**config.mk**
```make
export PLATFORM = sky130hd
export DESIGN_NAME = sdram_fifo_port_flat
export DESIGN_NICKNAME = d
export VERILOG_FILES = /design/src/rtl/sdram_port_pkg.sv /design/src/rtl/sdram_fifo_port_if.sv /design/src/rtl/sync_fifo.sv /design/src/rtl/sdram_fifo_port.sv /design/src/flat_wrapper.sv
export VERILOG_INCLUDE_DIRS = /design/src /design/src/rtl
export SDC_FILE = /design/constraint.sdc
export NUM_CORES = 2
export LEC_CHECK = 0
export ABC_AREA = 1
export CAP_MARGIN = 20
export CORE_ASPECT_RATIO = 1.2
export CORE_MARGIN = 3
export CORE_UTILIZATION = 50
export CTS_BUF_LIST = sky130_fd_sc_hd__clkbuf_8 sky130_fd_sc_hd__clkbuf_16
export DETAILED_ROUTE_END_ITERATION = 8
export HOLD_SLACK_MARGIN = 0.05
export PLACE_DENSITY = 0.66
export SYNTH_ARGS = -nofsm -noshare
export SYNTH_HDL_FRONTEND = slang
export SYNTH_SLANG_ARGS = --single-unit
```
**constraint.sdc**
```tcl
create_clock -name clk_50m -period 4 [get_ports clk_50m]
set_clock_uncertainty 0.05 [all_clocks]
set_input_delay 0.8 -clock clk_50m [delete_from_list [all_inputs] [get_ports clk_50m]]
set_output_delay 0.8 -clock clk_50m [all_outputs]
set_load 0.1 [all_outputs]
```
**src/rtl/sdram_timing.v**
```verilog
// SDRAM controller timing/config macros shared by the port logic.
// Provides SDRAM_DATA_WIDTH, the controller data-bus width.
`ifndef SDRAM_TIMING_V
`define SDRAM_TIMING_V
`define SDRAM_DATA_WIDTH 16
`endif

```
**src/rtl/sdram_port_pkg.sv**
```systemverilog
// Shared types and defaults for the SDRAM FIFO port.
// Holds the FSM encoding, burst/FIFO defaults and the data width.
`include "sdram_timing.v"
package sdram_port_pkg;
    localparam int DW             = `SDRAM_DATA_WIDTH;
    localparam int BURST_LEN_DEF  = 8;
    localparam int FIFO_DEPTH_DEF = 64;

    typedef enum logic [1:0] {
        ST_IDLE  = 2'd0,
        ST_WRITE = 2'd1,
        ST_READ  = 2'd2
    } state_e;
endpackage

```
**src/rtl/sdram_fifo_port_if.sv**
```systemverilog
// SDRAM-controller side bundle of the FIFO port.
// master: burst requests, addresses, write data; slave: acks, read data.
interface sdram_fifo_port_if #(
    parameter int ADDR_W = 24
);
    import sdram_port_pkg::*;

    logic              sdram_wr_req;
    logic              sdram_wr_ack;
    logic [ADDR_W-1:0] sdram_wr_addr;
    logic [DW-1:0]     sdram_din;
    logic              sdram_rd_req;
    logic              sdram_rd_ack;
    logic [ADDR_W-1:0] sdram_rd_addr;
    logic [DW-1:0]     sdram_dout;

    modport master (
        output sdram_wr_req, sdram_wr_addr, sdram_din,
        output sdram_rd_req, sdram_rd_addr,
        input  sdram_wr_ack, sdram_rd_ack, sdram_dout
    );

    modport slave (
        input  sdram_wr_req, sdram_wr_addr, sdram_din,
        input  sdram_rd_req, sdram_rd_addr,
        output sdram_wr_ack, sdram_rd_ack, sdram_dout
    );
endinterface

```
**src/rtl/sync_fifo.sv**
```systemverilog
// Single-clock FIFO with occupancy count, full and empty flags.
// Ports: push_i/din_i write, pop_i read, head_o = oldest word, count_o/full_o/empty_o.
module sync_fifo #(
    parameter int  DW    = 16,
    parameter int  DEPTH = 64,
    localparam int AW    = $clog2(DEPTH)
) (
    input  logic          clk,
    input  logic          rst_n,
    input  logic          push_i,
    input  logic [DW-1:0] din_i,
    input  logic          pop_i,
    output logic [DW-1:0] head_o,
    output logic [AW:0]   count_o,
    output logic          full_o,
    output logic          empty_o
);
    localparam logic [AW:0] DEPTH_C = (AW+1)'(DEPTH);

    logic [DW-1:0] mem_q [DEPTH];
    logic [AW-1:0] wptr_q, rptr_q;
    logic [AW:0]   count_q, count_d;
    logic          do_push, do_pop;

    // Overflow/underflow attempts are ignored here, so callers may strobe freely.
    assign full_o  = (count_q == DEPTH_C);
    assign empty_o = (count_q == '0);
    assign do_push = push_i & ~full_o;
    assign do_pop  = pop_i & ~empty_o;
    assign head_o  = mem_q[rptr_q];
    assign count_o = count_q;

    always_comb begin
        count_d = count_q;
        case ({do_push, do_pop})
            2'b10:   count_d = count_q + (AW+1)'(1);
            2'b01:   count_d = count_q - (AW+1)'(1);
            default: count_d = count_q;
        endcase
    end

    always_ff @(posedge clk or negedge rst_n) begin
        if (!rst_n) begin
            wptr_q  <= '0;
            rptr_q  <= '0;
            count_q <= '0;
        end else begin
            if (do_push) wptr_q <= wptr_q + AW'(1);
            if (do_pop)  rptr_q <= rptr_q + AW'(1);
            count_q <= count_d;
        end
    end

    always_ff @(posedge clk) begin
        if (do_push) mem_q[wptr_q] <= din_i;
    end
endmodule

```
**src/rtl/sdram_fifo_port.sv**
```systemverilog
// User FIFO port that streams data through an SDRAM ring buffer in bursts.
// Ports: wr_en/wr_data/wr_full user write, rd_en/rd_data/rd_empty user read,
// sdram_init_done controller ready, sdram (master) burst request/ack bundle.
// Build option: SDRAM_PORT_FWFT_EN makes the read FIFO show-ahead.
module sdram_fifo_port
    import sdram_port_pkg::*;
#(
    parameter int BURST_LEN  = BURST_LEN_DEF,
    parameter int FIFO_DEPTH = FIFO_DEPTH_DEF,
    parameter int ADDR_W     = 24,
    parameter int ADDR_MIN   = 0,
    parameter int ADDR_MAX   = 1024
) (
    input  logic              clk_50m,
    input  logic              rst_n,
    input  logic              wr_en,
    input  logic [DW-1:0]     wr_data,
    input  logic              rd_en,
    output logic [DW-1:0]     rd_data,
    output logic              wr_full,
    output logic              rd_empty,
    input  logic              sdram_init_done,
    sdram_fifo_port_if.master sdram
);
    localparam int FAW = $clog2(FIFO_DEPTH);
    localparam int CW  = $clog2(BURST_LEN) + 1;

    localparam logic [FAW:0]    BL_F      = (FAW+1)'(BURST_LEN);
    localparam logic [FAW:0]    DEPTH_F   = (FAW+1)'(FIFO_DEPTH);
    localparam logic [ADDR_W:0] BL_L      = (ADDR_W+1)'(BURST_LEN);
    localparam logic [ADDR_W:0] REGION    = (ADDR_W+1)'(ADDR_MAX - ADDR_MIN);
    localparam logic [ADDR_W-1:0] A_MIN   = ADDR_W'(ADDR_MIN);
    localparam logic [ADDR_W-1:0] A_LAST  = ADDR_W'(ADDR_MAX - BURST_LEN);
    localparam logic [ADDR_W-1:0] A_STEP  = ADDR_W'(BURST_LEN);
    localparam logic [CW-1:0]   BEAT_LAST = CW'(BURST_LEN - 1);

    state_e            state_q, state_d;
    logic [CW-1:0]     beat_q, beat_d;
    logic [1:0]        sync_q;
    logic              init_ok;
    logic [ADDR_W-1:0] waddr_q, waddr_d, raddr_q, raddr_d;
    logic [ADDR_W:0]   level_q, level_d;
    logic              wr_req, rd_req, wr_pop, rd_push;
    logic              burst_ack, burst_end;
    logic [DW-1:0]     wr_head, rd_head;
    logic [FAW:0]      wr_count, rd_count, rd_free;
    logic              wr_empty_unused, rd_full_unused;

    sync_fifo #(.DW(DW), .DEPTH(FIFO_DEPTH)) u_wr_fifo (
        .clk     (clk_50m),
        .rst_n   (rst_n),
        .push_i  (wr_en),
        .din_i   (wr_data),
        .pop_i   (wr_pop),
        .head_o  (wr_head),
        .count_o (wr_count),
        .full_o  (wr_full),
        .empty_o (wr_empty_unused)
    );

    sync_fifo #(.DW(DW), .DEPTH(FIFO_DEPTH)) u_rd_fifo (
        .clk     (clk_50m),
        .rst_n   (rst_n),
        .push_i  (rd_push),
        .din_i   (sdram.sdram_dout),
        .pop_i   (rd_en),
        .head_o  (rd_head),
        .count_o (rd_count),
        .full_o  (rd_full_unused),
        .empty_o (rd_empty)
    );

    assign init_ok   = sync_q[1];
    assign rd_free   = DEPTH_F - rd_count;
    assign burst_ack = wr_pop | rd_push;
    assign burst_end = burst_ack & (beat_q == BEAT_LAST);

    always_ff @(posedge clk_50m or negedge rst_n) begin
        if (!rst_n) begin
            state_q <= ST_IDLE;
        end else begin
            state_q <= state_d;
        end
    end

    // Write wins over read; a full region blocks further write bursts.
    always_comb begin
        state_d = state_q;
        unique case (state_q)
            ST_IDLE: begin
                if (init_ok && wr_count >= BL_F && level_q != REGION)
                    state_d = ST_WRITE;
                else if (init_ok && level_q >= BL_L && rd_free >= BL_F)
                    state_d = ST_READ;
            end
            ST_WRITE, ST_READ: begin
                if (burst_end) state_d = ST_IDLE;
            end
            default: state_d = ST_IDLE;
        endcase
    end

    // Acks only count while a burst of the matching direction is open.
    always_comb begin
        wr_req  = 1'b0;
        rd_req  = 1'b0;
        wr_pop  = 1'b0;
        rd_push = 1'b0;
        unique case (state_q)
            ST_WRITE: begin
                wr_req = 1'b1;
                wr_pop = sdram.sdram_wr_ack;
            end
            ST_READ: begin
                rd_req  = 1'b1;
                rd_push = sdram.sdram_rd_ack;
            end
            default: ;
        endcase
    end

    always_comb begin
        beat_d  = burst_ack ? beat_q + CW'(1) : beat_q;
        waddr_d = waddr_q;
        raddr_d = raddr_q;
        level_d = level_q;
        if (burst_end) begin
            beat_d = '0;
            if (state_q == ST_WRITE) begin
                waddr_d = (waddr_q == A_LAST) ? A_MIN : waddr_q + A_STEP;
                level_d = level_q + BL_L;
            end else begin
                raddr_d = (raddr_q == A_LAST) ? A_MIN : raddr_q + A_STEP;
                level_d = level_q - BL_L;
            end
        end
    end

    always_ff @(posedge clk_50m or negedge rst_n) begin
        if (!rst_n) begin
            sync_q  <= '0;
            beat_q  <= '0;
            waddr_q <= A_MIN;
            raddr_q <= A_MIN;
            level_q <= '0;
        end else begin
            sync_q  <= {sync_q[0], sdram_init_done};
            beat_q  <= beat_d;
            waddr_q <= waddr_d;
            raddr_q <= raddr_d;
            level_q <= level_d;
        end
    end

    assign sdram.sdram_wr_req  = wr_req;
    assign sdram.sdram_rd_req  = rd_req;
    assign sdram.sdram_wr_addr = waddr_q;
    assign sdram.sdram_rd_addr = raddr_q;
    assign sdram.sdram_din     = wr_req ? wr_head : '0;

`ifdef SDRAM_PORT_FWFT_EN
    assign rd_data = rd_empty ? '0 : rd_head;
`else
    logic [DW-1:0] rd_data_q;
    logic          rd_pop;

    assign rd_pop = rd_en & ~rd_empty;

    always_ff @(posedge clk_50m or negedge rst_n) begin
        if (!rst_n) begin
            rd_data_q <= '0;
        end else if (rd_pop) begin
            rd_data_q <= rd_head;
        end
    end

    assign rd_data = rd_data_q;
`endif
endmodule

```
**src/flat_wrapper.sv**
```systemverilog
// flat-port wrapper written by rule: the top's interface ports become plain ports
module sdram_fifo_port_flat import sdram_port_pkg::*;
#(
    parameter int BURST_LEN  = BURST_LEN_DEF,
    parameter int FIFO_DEPTH = FIFO_DEPTH_DEF,
    parameter int ADDR_W     = 24,
    parameter int ADDR_MIN   = 0,
    parameter int ADDR_MAX   = 1024
)
  (clk_50m, rst_n, wr_en, wr_data, rd_en, rd_data, wr_full, rd_empty, sdram_init_done, sdram_sdram_wr_req, sdram_sdram_wr_addr, sdram_sdram_din, sdram_sdram_rd_req, sdram_sdram_rd_addr, sdram_sdram_wr_ack, sdram_sdram_rd_ack, sdram_sdram_dout);
  sdram_fifo_port_if #(.ADDR_W(ADDR_W)) sdram_i ();
  input  logic clk_50m;
  input  logic rst_n;
  input  logic wr_en;
  input  logic [DW-1:0] wr_data;
  input  logic rd_en;
  output logic [DW-1:0] rd_data;
  output logic wr_full;
  output logic rd_empty;
  input  logic sdram_init_done;
  output wire logic [$bits(sdram_i.sdram_wr_req)-1:0] sdram_sdram_wr_req;
  output wire logic [$bits(sdram_i.sdram_wr_addr)-1:0] sdram_sdram_wr_addr;
  output wire logic [$bits(sdram_i.sdram_din)-1:0] sdram_sdram_din;
  output wire logic [$bits(sdram_i.sdram_rd_req)-1:0] sdram_sdram_rd_req;
  output wire logic [$bits(sdram_i.sdram_rd_addr)-1:0] sdram_sdram_rd_addr;
  input wire logic [$bits(sdram_i.sdram_wr_ack)-1:0] sdram_sdram_wr_ack;
  input wire logic [$bits(sdram_i.sdram_rd_ack)-1:0] sdram_sdram_rd_ack;
  input wire logic [$bits(sdram_i.sdram_dout)-1:0] sdram_sdram_dout;
  assign sdram_sdram_wr_req = sdram_i.sdram_wr_req;
  assign sdram_sdram_wr_addr = sdram_i.sdram_wr_addr;
  assign sdram_sdram_din = sdram_i.sdram_din;
  assign sdram_sdram_rd_req = sdram_i.sdram_rd_req;
  assign sdram_sdram_rd_addr = sdram_i.sdram_rd_addr;
  assign sdram_i.sdram_wr_ack = sdram_sdram_wr_ack;
  assign sdram_i.sdram_rd_ack = sdram_sdram_rd_ack;
  assign sdram_i.sdram_dout = sdram_sdram_dout;
  sdram_fifo_port #(.BURST_LEN(BURST_LEN), .FIFO_DEPTH(FIFO_DEPTH), .ADDR_W(ADDR_W), .ADDR_MIN(ADDR_MIN), .ADDR_MAX(ADDR_MAX)) u_core (.clk_50m(clk_50m), .rst_n(rst_n), .wr_en(wr_en), .wr_data(wr_data), .rd_en(rd_en), .rd_data(rd_data), .wr_full(wr_full), .rd_empty(rd_empty), .sdram_init_done(sdram_init_done), .sdram(sdram_i));
endmodule
```
; Word-level counts from Yosys, hierarchy flattened
; Memory sizes are Yosys's and may differ from the RTL's. A register that Yosys moved wholly into a read port is not among the register bits.
; Cells that the tools add are included.
[op_classes]
add_sub_neg = 14
n_lt_le_gt_ge = 3
n_eq_ne = 14
mux = 20
bitwise = 11
reduce_logical = 15
[ops]
columns = op, count
row1 = $add A24 B4 Y24 const B, 2
row2 = $eq A24 B10 Y1 const B, 2
row3 = $mux W24, 2
row4 = $pmux W7 S2, 2
row5 = $add A25 B4 Y25 const B, 1
row6 = $ge A25 B4 Y1 const B, 1
row7 = $mux W25, 1
row8 = $ne A25 B11 Y1 const B, 1
row9 = $sub A25 B4 Y25 const B, 1
row10 = $add A6 B1 Y6 const B, 4
row11 = $mux W16, 1
row12 = $add A7 B1 Y7 const B, 2
row13 = $eq A7 B7 Y1 const B, 2
row14 = $ge A7 B4 Y1 const B, 2
row15 = $logic_not A7 Y1, 2
row16 = $sub A7 B1 Y7 const B, 2
row17 = $mux W1, 8
row18 = $mux W4, 2
row19 = $sub A7 B7 Y7 const A, 1
row20 = $eq A2 B1 Y1 const B, 3
row21 = $eq A2 B2 Y1 const B, 3
row22 = $mux W2, 3
row23 = $reduce_and A2 Y1, 3
row24 = $reduce_bool A2 Y1, 3
row25 = other kinds (12), 23
[word_totals]
ff_bits = 119
ramBits = 2048
in_bits = 39
out_inout_bits = 84
word_cells = 91
n_memories = 2
[mem_list]
columns = memory, words, word_bits, rd, rd_ports_with_merged_regs, write_ports, line_no
row1 = u_core.u_rd_fifo.mem_q, 64, 16, 1, 1, 1, sync_fifo.sv:20  ; logic [DW-1:0] mem_q [DEPTH];
row2 = u_core.u_wr_fifo.mem_q, 64, 16, 1, 0, 1, sync_fifo.sv:20

; Logic depth before layout (Yosys ltp)
[depth]
ltp_word = 6
ltp_mapped = 19
mapped_depth_nobuf = 18

; Modules after synthesis
; Synthesis repeated with hierarchy kept, for this count alone.
[hier_totals]
cells_unflattened = 8754
hier_area_um2 = 93424.6
[by_module_without_submodules]
columns = mod, n_inst, cells_each, area_per_inst_um2, seq_area_each_um2
row1 = sync_fifo (u_core.u_wr_fifo), 1, 4006, 44056.0, 31224.9
row2 = sync_fifo (u_core.u_rd_fifo), 1, 4006, 43945.9, 31224.9
row3 = sdram_fifo_port, 1, 742, 5422.7, 2202.1

; Worst setup path before layout
; Ideal clock, no wire load.
[synth_path]
path_type = register to output
from = register u_core.state_q[1]
to = output port sdram_sdram_din[10]
arrival_time_ps = 3559
required_time_ps = 3150
setup_slack_ps = -409
path_stages_with_launch = 8
path_cell_list = dfrtp_1 > inv_1 > ha_1 > buf_4 > inv_1 > clkbuf_1 > clkbuf_1 > a21oi_1
[synth_between]
elab_chain_cells = 3
[synth_lines]
columns = item, line_no
row1 = from (decl), sdram_fifo_port.sv:37  ; state_e state_q, state_d;
row2 = from (signal assigned), sdram_fifo_port.sv:82  ; state_q <= state_d;
row3 = $eq A2 B1 Y1, sdram_fifo_port.sv:109  ; unique case (state_q)
row4 = $mux W1, sdram_fifo_port.sv:109
row5 = named net sdram_sdram_wr_req, flat_wrapper.sv:21  ; output wire logic [$bits(sdram_i.sdram_wr_req)-1:0] sdram_sdram_wr_req;
row6 = $mux W16, sdram_fifo_port.sv:159  ; assign sdram.sdram_din = wr_req ? wr_head : '0;
row7 = to (decl), flat_wrapper.sv:23  ; output wire logic [$bits(sdram_i.sdram_din)-1:0] sdram_sdram_din;
; The timed path passes the listed nets, and every way through them passes these cells.

; Worst setup path in the final report
[layout_path]
from = register u_core.u_wr_fifo.rptr_q[0]
to = output port sdram_sdram_din[5]
[layout_between]
elab_chain_cells = 2
[layout_lines]
columns = item, line_no
row1 = from (decl), sync_fifo.sv:21  ; logic [AW-1:0] wptr_q, rptr_q;
row2 = from (signal assigned), sync_fifo.sv:49  ; if (do_pop) rptr_q <= rptr_q + AW'(1);
row3 = $mem_v2 Z64 W16, --
row4 = $mux W16, sdram_fifo_port.sv:159
; Every way passes these cells.

==> reports/qor.yml <==
ir_worst_vdd_v: 0.000797
tightest_slew_ns: 1.09
critical_path_class: "reg -> out"
setup_viol: 10
synthTopCellsByArea: "edfxtp_1 68%, nand2_1 11%, nand3_1 7.7%"
synth_top_area_cell: "edfxtp_1"
synth_edf_count: 2048
initial_core_util_pct: 50.5
drt_iter0_markers: 5943
clockBufferDepth: 3
tritoncts: "built"
avgSynthCellArea_um2: 11.1
vias_per_cell: 5.65
clk_pin_slew_worst_paths_ns: 0.06
dp.cells: 10500
fin_cells: 11000
post-synth-top-count-cell: "nand2_1"
setup_ws_ns: -0.0537
yosys_warnings: 0
syn_inst: 8154
antenna_found_initial: 3
dpl.hpwl_mm: 140
hp-class: "in -> reg"
whs_path_depth: 1
postRouteAntennaNets: 0
cts_buffers: 205
rsz0062_at_grt: "yes"
placed_cell_area_um2: 95700
grt_max_degree: 203
cp.arrival_ns: 3.20
wl_per_cell_um: 22.7
nets: 8465
yosysSeqAreaShare_pct: 71.4
power_density_nw_per_um2: 708
core_area_um2: 180000
num_rows: 170
netlist_top_cells_count: "2,651 x nand2_1, 2,048 x edfxtp_1, 1,392 x nand3_1"
die_x_um: 395
startpoint_type: "flip-flop"
via_count: 62000
htree_levels: 4
drv_cap: 0
p_leak_nw: 39.6
track_usage_pct: 26.1
synth_cell_type_count: 49
dieArea_um2: 186000
path_max_fanout: 8
cts.sinks: 2174
violations: "setup timing"
slew_viol_final: 0
grt_pass1_vias: 59200
hold_viol: 0
final_area_um2: 105000
fmax_mhz: 247
status: "finished, violations left"
clkLatencyLatePin_ns: 0.87
syn_area_um2: 90600
finalCritPeriodShare_pct: 101
synth-main-ff-cell: "edfxtp_1"
worstSetupEndpointType: "primary output"
area_growth_pct: 16.1
wl_mm: 249
grt_overflow: 0
clockRootBuffer: "clkbuf_16"
synth_top_area_share_pct: 67.9
synthArstFlopShare_pct: 5.80
slew_headroom_pct: 27.4
dr.pass1.iters: 6
grt_pass1_wl_mm: 370
drive_gt1_share_pct: 11.6
cp.required_ns: 3.15
yosys_register_bits: 2174
dieHeight_um: 472
gp_congestion: 0.865
io_pins: 123
drc_errors: 0
reg2reg_depth: 16
port_buffers: 116
period_minus_slack_ns: 4.05
-- layout make-up --
cell class	count	area, um^2
Antenna cell	2	5.00
Clock buffer	208	5180
Clock inverter	164	1430
Fill cell	14500	74300
Inverter	281	1100
Multi-Input combinational cell	5239	24000
Sequential cell	2174	64700
Tap cell	2408	3010
Timing Repair Buffer	497	5770
Timing Repair inverter	1	8.76
-- worst paths after layout --
check	start	endpoint	slack [ns]
max	u_core.u_wr_fifo.rptr_q[0]$_DFFE_PN0P_	sdram_sdram_din[5]	-0.05
min	wr_data[0]	u_core.u_wr_fifo.mem_q[22][0]$_DFFE_PP_	0.21
max reg2reg	u_core.u_rd_fifo.count_o[0]$_DFFE_PN0P_	u_core.u_rd_fifo.count_o[5]$_DFFE_PN0P_	0.60
min reg2reg	u_core.sync_q[0]$_DFF_PN0_	u_core.sync_q[1]$_DFF_PN0_	0.31
max in group asynchronous	rst_n	u_core.u_wr_fifo.rptr_q[1]$_DFFE_PN0P_	2.58
min in group asynchronous	rst_n	u_core.u_rd_fifo.wptr_q[0]$_DFFE_PN0P_	0.43
-- registers in the layout (all words and copies together), names as in the netlist, 7 cells and up --
signal                      cells
u_core.level_q                 22
u_core.rd_data                 16
u_core.sdram.sdram_rd_addr     21
u_core.sdram.sdram_wr_addr     21
u_core.u_rd_fifo.count_o        7
u_core.u_rd_fifo.mem_q       1024
u_core.u_wr_fifo.count_o        7
u_core.u_wr_fifo.mem_q       1024
-- critical path, cell delays in order, from the launching register on --
cell,delay [ns]
dfrtp_4,0.56
inv_12,0.12
buf_16,0.17
buf_8,0.13
buf_12,0.14
buf_16,0.15
nand2_2,0.06
nand3_2,0.07
nand3_2,0.08
nand2_1,0.09
nand2_1,0.06
nand3_2,0.12
nand3_2,0.09
a21oi_2,0.17
buf_6,0.14
buf_12,0.17
-- per-layer routing --
| layer | track usage (%) | up-vias | share of wire (%) |
|---|---|---|---|
| met4 | 13.2 | 0 | 5.2 |
| met5 | 0 | - | 0 |
| met3 | 3.86 | 531 | 7.4 |
| met2 | 43.6 | 2696 | 49 |
| li1 | - | 28500 | - |
| met1 | 33.4 | 30200 | 38 |
-- report_power, final --
group | switching [W] | internal (W) | leakage, nW
registers | 0.000597 | 0.0257 | 19.9
clock network | 0.00849 | 0.0106 | 3.40
logic | 0.0200 | 0.00897 | 16.3
total | 0.0291 | 0.0453 | 39.6
-- per-stage QoR --
| step | util, % | worst slack, ns | TNS (ns) | hold slack, ns | power (W) |
|---|---|---|---|---|---|
| after global placement | 53.3 | 0.491 | 0 | 0.294 | 0.0515 |
| after CTS | 57.9 | -0.116 | -1.50 | 0.139 | 0.0732 |
| after global routing | 58.6 | -0.134 | -1.69 | 0.179 | 0.0779 |
| after detailed placement | 53.3 | 0.475 | 0 | 0.303 | 0.0519 |
| after floorplan | - | -0.409 | -5.30 | 0.281 | 0.0428 |
| final | 58.6 | -0.0537 | -0.236 | 0.210 | 0.0745 |
-- layout by cell type (no fill, tap or decap), types with 33 or more instances in the layout --
cell | Yosys | layout
edfxtp_1 | 2048 | 2048
nand4_1 | 47 | 47
clkdlybuf4s50_1 | 0 | 63
nand2_2 | 4 | 73
buf_4 | 35 | 259
nand3_1 | 1392 | 1252
clkbuf_16 | 0 | 225
buf_12 | 0 | 65
o21ai_0 | 213 | 213
nor2_1 | 649 | 649
clkinv_1 | 3 | 40
nand3_2 | 0 | 122
nand2_1 | 2651 | 2575
dfrtp_1 | 126 | 119
inv_1 | 273 | 313
buf_16 | 0 | 33
a21oi_1 | 89 | 73
xor2_1 | 45 | 45
clkinv_2 | 0 | 39
-- repair_timing --
item | in CTS | in global routing
pin swaps | 43 | 84
buffers inserted | 23 | 4
endpoints found under the setup margin | 16 | 16
hold buffers | 1 | 0
gates cloned | 21 | 20
endpoints found under the hold margin | 40 | 0
resized for setup | 191 | 179
-- logic make-up after synthesis --
logic type               synth area share, %
adder cells (fa/ha/maj)                0.389
AND/OR/NAND/NOR                         22.3
buffers and inverters                   3.53
XOR/XNOR                               0.522
flip-flops                              71.4
AO/OA/AOI/OAI                           1.86
other                                0.00414
(Power assumes the default switching activity.)
